## config.mk

```make
export PLATFORM = sky130hd
export DESIGN_NAME = rns_reverse_converter_pipe
export DESIGN_NICKNAME = d
export VERILOG_FILES = /design/src/rtl/rns_reverse_converter_pipe.sv
export SDC_FILE = /design/constraint.sdc
export NUM_CORES = 1
export LEC_CHECK = 0
export BUFFER_PORTS_ARGS = -buffer_cell sky130_fd_sc_hd__buf_2
export CAP_MARGIN = 20
export CORE_MARGIN = 2
export CORE_UTILIZATION = 55
export CTS_BUF_LIST = sky130_fd_sc_hd__clkbuf_8
export DETAILED_ROUTE_END_ITERATION = 6
export GPL_TIMING_DRIVEN = 0
export PLACE_DENSITY = 0.72
export RECOVER_POWER = 50
export SLEW_MARGIN = 15
export SYNTH_ARGS = -nofsm -noshare
export SYNTH_HDL_FRONTEND = slang
export SYNTH_SLANG_ARGS = --single-unit
```

## constraint.sdc

```tcl
create_clock -name clk -period 4.2 [get_ports clk]
set_input_delay 0.21 -clock clk [delete_from_list [all_inputs] [get_ports clk]]
set_output_delay 0.21 -clock clk [all_outputs]
set_load 0.05 [all_outputs]
```

## src/rtl/rns_reverse_converter_pipe.sv

```systemverilog
// Three-stage reverse converter for the RNS moduli set {2^N+1, 2^N, 2^N-1}.
// X = {Y, x2}, with Y built modulo 2^(2N)-1 using end-around-carry adders.
module rns_reverse_converter_pipe #(
    parameter int N = 7
) (
    input  logic           clk,
    input  logic           rst,
    input  logic           in_valid,
    output logic           in_ready,
    input  logic [N:0]     in_x1,
    input  logic [N-1:0]   in_x2,
    input  logic [N-1:0]   in_x3,
    input  logic           in_signed,
    output logic           out_valid,
    input  logic           out_ready,
    output logic [3*N-1:0] out_data,
    output logic           out_err
);
    localparam int W = 2 * N;
    localparam logic [3*N-1:0] M_C      = {{W{1'b1}}, {N{1'b0}}};
    localparam logic [3*N-1:0] HALF_C   = {1'b0, {W{1'b1}}, {(N-1){1'b0}}};
    localparam logic [N:0]     X1_MAX_C = {1'b1, {N{1'b0}}};

    // Addition modulo 2^W-1; all-ones is the redundant encoding of zero
    function automatic logic [W-1:0] eac_add(input logic [W-1:0] a, input logic [W-1:0] b);
        logic [W:0] s;
        s = {1'b0, a} + {1'b0, b};
        return s[W-1:0] + {{(W-1){1'b0}}, s[W]};
    endfunction

    logic           adv_s;
    logic [W-1:0]   a1_s, b1_s, a2_s, a3_s, y_sum_s;
    logic [3*N-1:0] x_s;

    logic           v1_q, v1_d, sg1_q, sg1_d, err1_q, err1_d;
    logic [W-1:0]   t1_q, t1_d, t2_q, t2_d;
    logic [N-1:0]   x2a_q, x2a_d;
    logic           v2_q, v2_d, sg2_q, sg2_d, err2_q, err2_d;
    logic [W-1:0]   y_q, y_d;
    logic [N-1:0]   x2b_q, x2b_d;
    logic           out_valid_q, out_valid_d, out_err_q, out_err_d;
    logic [3*N-1:0] out_data_q, out_data_d;

    // Next-state for all three stages, gated by the global advance enable
    always_comb begin
        adv_s = !out_valid_q || out_ready;
        // CRT terms as rotations: x1*2^(N-1), x1*2^(2N-1), -x2*2^N, x3*(2^(2N-1)+2^(N-1))
        a1_s = {in_x1, {(N-1){1'b0}}};
        b1_s = {in_x1[0], {(N-1){1'b0}}, in_x1[N:1]};
        a2_s = {~in_x2, {N{1'b1}}};
        a3_s = {in_x3[0], in_x3, in_x3[N-1:1]};
        y_sum_s = eac_add(t1_q, t2_q);
        x_s = {y_q, x2b_q};
        if (adv_s) begin
            v1_d   = in_valid;
            t1_d   = eac_add(a1_s, ~b1_s);
            t2_d   = eac_add(a2_s, a3_s);
            x2a_d  = in_x2;
            sg1_d  = in_signed;
            err1_d = in_x1 > X1_MAX_C;
            v2_d   = v1_q;
            y_d    = (&y_sum_s) ? {W{1'b0}} : y_sum_s;
            x2b_d  = x2a_q;
            sg2_d  = sg1_q;
            err2_d = err1_q;
            out_valid_d = v2_q;
            out_err_d   = v2_q && err2_q;
            if (!v2_q || err2_q) begin
                out_data_d = {(3*N){1'b0}};
            end else if (sg2_q && (x_s >= HALF_C)) begin
                out_data_d = x_s - M_C;
            end else begin
                out_data_d = x_s;
            end
        end else begin
            v1_d   = v1_q;
            t1_d   = t1_q;
            t2_d   = t2_q;
            x2a_d  = x2a_q;
            sg1_d  = sg1_q;
            err1_d = err1_q;
            v2_d   = v2_q;
            y_d    = y_q;
            x2b_d  = x2b_q;
            sg2_d  = sg2_q;
            err2_d = err2_q;
            out_valid_d = out_valid_q;
            out_err_d   = out_err_q;
            out_data_d  = out_data_q;
        end
    end

    // Pipeline registers with synchronous reset
    always_ff @(posedge clk) begin
        if (rst) begin
            v1_q <= 1'b0; sg1_q <= 1'b0; err1_q <= 1'b0;
            t1_q <= {W{1'b0}}; t2_q <= {W{1'b0}}; x2a_q <= {N{1'b0}};
            v2_q <= 1'b0; sg2_q <= 1'b0; err2_q <= 1'b0;
            y_q <= {W{1'b0}}; x2b_q <= {N{1'b0}};
            out_valid_q <= 1'b0; out_err_q <= 1'b0; out_data_q <= {(3*N){1'b0}};
        end else begin
            v1_q <= v1_d; sg1_q <= sg1_d; err1_q <= err1_d;
            t1_q <= t1_d; t2_q <= t2_d; x2a_q <= x2a_d;
            v2_q <= v2_d; sg2_q <= sg2_d; err2_q <= err2_d;
            y_q <= y_d; x2b_q <= x2b_d;
            out_valid_q <= out_valid_d; out_err_q <= out_err_d; out_data_q <= out_data_d;
        end
    end

    assign in_ready  = adv_s;
    assign out_valid = out_valid_q;
    assign out_data  = out_data_q;
    assign out_err   = out_err_q;
endmodule

```

==> impl_metrics.py <==
metrics = {
    "status": {
        "status": "completed",
    },
    "place": {
        "place_congestion": 0.876,
        "hpwl_um": 10400,
        "place_area_sq_mm": 0.00569,
        "port_buffers": 48,
        "dp.cells": 845,
        "place_ws_ns": -0.326,
    },
    "grt": {
        "grt_max_degree": 19,
        "grt_pass1_wl_um": 21400,
        "grt_pass1_vias": 4592,
        "antenna_found_initial": 0,
        "gr-total-overflow": 0,
        "grtUsageTotal_pct": 25.7,
    },
    "clock_tree": {
        "clk_latency_ns": 0.36,
        "cts_tree": "built",
        "cts.clk_slew.worst_paths_ns": 0.10,
        "h-tree-depth": 3,
        "cts_buffers": 9,
        "cts_num_sinks": 85,
        "root_buffer": "clkbuf_8",
        "cts_buffer_depth": 2,
    },
    "final_layout": {
        "fillers": 867,
        "syn_to_final_growth_pct": 13.0,
        "fin_area_sq_mm": 0.00597,
        "n_antenna_cell": 0,
        "drive_above_1_share_pct": 10.9,
        "final_cell_mix": "nand2_1, dfxtp_1, nor2_1, a21oi_1, clkbuf_1",
        "fin_cells": 865,
        "final_common_cell": "nand2_1",
        "nNetsFinal": 791,
    },
    "drt": {
        "ant_nets": 0,
        "drt_iter0_drc": 180,
        "drcViolationCount": 0,
        "routedWlPerCell_um": 15.4,
        "first_pass_iters": 4,
        "routed_wirelength_um": 13300,
        "vias_per_cell": 5.68,
        "routed-via-count": 4911,
    },
    "die": {
        "core_sq_mm": 0.00928,
        "die_area_sq_mm": 0.0104,
        "top_level_ports": 51,
        "start_util_pct": 57.0,
        "rows": 35,
        "die_h_um": 102,
        "die_w_um": 102,
    },
    "sta": {
        "fin_skew_ns": 0.0142,
        "fmax_ghz": 0.252,
        "slew_violations": 0,
        "timing.hold.ws_ns": 0.0988,
        "period_minus_slack_ns": 3.97,
        "setup_viol": 0,
        "relSlewSlack_pct": 40.3,
        "fin_ws_ns": 0.232,
        "worst_pin_slew_ns": 0.893,
        "hold_viol_final": 0,
        "finalCritPeriodShare_pct": 94.5,
    },
    "synth": {
        "syn_area_sq_mm": 0.00529,
        "syn_nets": 728,
        "syn_avg_cell_area_sq_um": 7.92,
        "synthCells": 668,
        "synth_top_family_by_area": "simple AND/OR/NAND/NOR gates",
        "ys.flop_type": "dfxtp_1",
        "synth_cell_types": 69,
        "synth_compound_area_share_pct": 19.4,
        "ys_seq_elements": 85,
        "synth_xor_area_share_pct": 10.6,
        "ys_warn_count": 0,
        "async_flop_share_pct": 0,
        "synth_fa_ha_area_share_pct": 7.95,
        "synthSimpleGateAreaFrac_pct": 24.9,
        "synth_edf_count": 0,
        "muxShareOfSynthArea_pct": 0.591,
        "synth_seq_area_share_pct": 32.2,
    },
    "power_and_ir_drop": {
        "cellPowerDensity_mw_per_mm2": 359,
        "ir_drop_uv": 164,
        "p_leak_uw": 0.00236,
        "finalPower_uw": 2150,
    },
    "setup_path": {
        "slowest_stage": "fa_1",
        "criticalPathCategory": "reg2reg",
        "path_cells": "ha_2 -> inv_1 -> fa_1 -> and2b_1 -> o221a_4 -> o21a_4 -> o41ai_4 -> and2b_1 -> o21ai_1 -> nand2b_1 -> ha_2 -> ha_2 -> and2_4 -> nand4_1 -> buf_4 -> o21ai_0 -> o211a_1 -> nand4_1 -> nor2_2 -> buf_6 -> o211ai_1",
        "critPathArrivalTime_ns": 4.21,
        "setup.worst_path.start_class": "register",
        "path_max_fanout": 10,
        "slowest_delay_ns": 0.39,
        "cp-end-kind": "register",
        "worst_path_most_repeated_cell": "ha_2",
        "critical_path_required_ns": 4.44,
    },
    "job": {
        "maxCapViolations": 0,
    },
    "worst_hold_path": {
        "hold_class": "in2reg",
    },
}
## Yosys cell counts, drive strengths merged, types with 2 or more instances
master	instances	area (sq um)
o21a	3	22.5
and2	2	12.5
nor2b	3	18.8
o211a	2	20.0
a22oi	17	128
nor3b	13	97.6
xnor2	35	314
o221a	2	31.3
clkbuf	25	103
nor3	22	120
nor4	5	37.5
buf	6	31.3
inv	27	101
nor2	54	205
a31oi	11	68.8
a21oi	51	255
nand4b	4	35.0
mux2i	2	20.0
and4	3	28.8
ha	32	400
dfxtp	85	1700
o211ai	6	45.0
and3	6	37.5
xor2	28	245
a21boi	3	22.5
o21ai	32	164
a211oi	10	80.1
nand2	103	387
nand2b	6	37.5
nand3b	7	52.6
o31ai	4	30.0
or2	5	31.3
or3	5	31.3
nand3	18	90.1
nand4	9	56.3
nor4b	2	23.8
and2b	2	15.0
o41ai	2	36.3
a21o	5	37.5
## state kept, by name, indices dropped and copies added, names as in the netlist
register   cells
out_data      21
x2b_q          7
t2_q          14
x2a_q          7
err2_q         1
err1_q         1
sg2_q          1
out_valid      1
sg1_q          1
y_q           14
t1_q          14
v2_q           1
out_err        1
v1_q           1
## power breakdown
group / switching (uW) / internal [uW] / leakage (uW) / total [uW]
Clock: 347 / 237 / 0.000103 / 584
Combinational: 354 / 249 / 0.00155 / 603
Sequential: 75.3 / 884 / 0.000702 / 959
## layout make-up
| type | instances | area (sq um) | share of cell area (%) |
|---|---|---|---|
| buffer | 30 | 129 | 2.16 |
| sequential | 85 | 1700 | 28.5 |
| inverter | 27 | 101 | 1.70 |
| clock buffer | 9 | 124 | 2.07 |
| clock inverter | 7 | 76.3 | 1.28 |
| tap | 129 | 161 | 2.70 |
| multi-input combinational | 525 | 3430 | 57.5 |
| timing repair buffer | 53 | 248 | 4.15 |
## kinds of logic (layout without fill, tap and decap cells)
group	after synthesis	in the layout
mux	3	3
xor+xnor	63	63
fa+ha+maj	33	33
buf+inv	58	126
compound gates	157	157
flops	85	85
simple gates	269	269
## critical path, delay by kind of cell, from the launching register on
kind	cells	cell delay, ns
compound gates	7	0.93
buf+inv	3	0.43
flops	1	0.34
fa+ha+maj	4	1.01
simple gates	7	1.14
## repair_timing
item                                    in CTS  in global routing
hold buffers                                 0                  0
pin swaps                                    2                  2
setup buffers                                4                  1
resized for setup                            3                 16
endpoints found under the setup margin      13                 13
## worst paths after layout
check	from	endpoint	slack [ns]	cells past startpoint
max	t1_q[0]$_SDFFE_PP0P_	y_q[1]$_SDFFE_PP0P_	0.23	21
min	in_signed	sg1_q$_SDFFE_PP0P_	0.1	3
max reg2reg	t1_q[0]$_SDFFE_PP0P_	y_q[1]$_SDFFE_PP0P_	0.23	21
min reg2reg	err1_q$_SDFFE_PP0P_	err2_q$_SDFFE_PP0P_	0.46	2
## per-layer routing
metal / wire [um] / track usage, % / vias to the layer above
met3: 525 / 3.21 / 18
met2: 6610 / 44.7 / 112
li1: - / - / 2480
met1: 5980 / 33.2 / 2301
met4: 214 / 8.31 / 0
met5: 0 / 0 / -
## per-stage QoR
step | TNS (ns) | utilization, %
floorplan | 0 | -
global placement | -1.65 | 61.3
detailed placement | -3.08 | 61.3
CTS | 0 | 64.0
global route | -0.0518 | 64.4
finish | 0 | 64.4
Power figures use the tool's default switching activity.
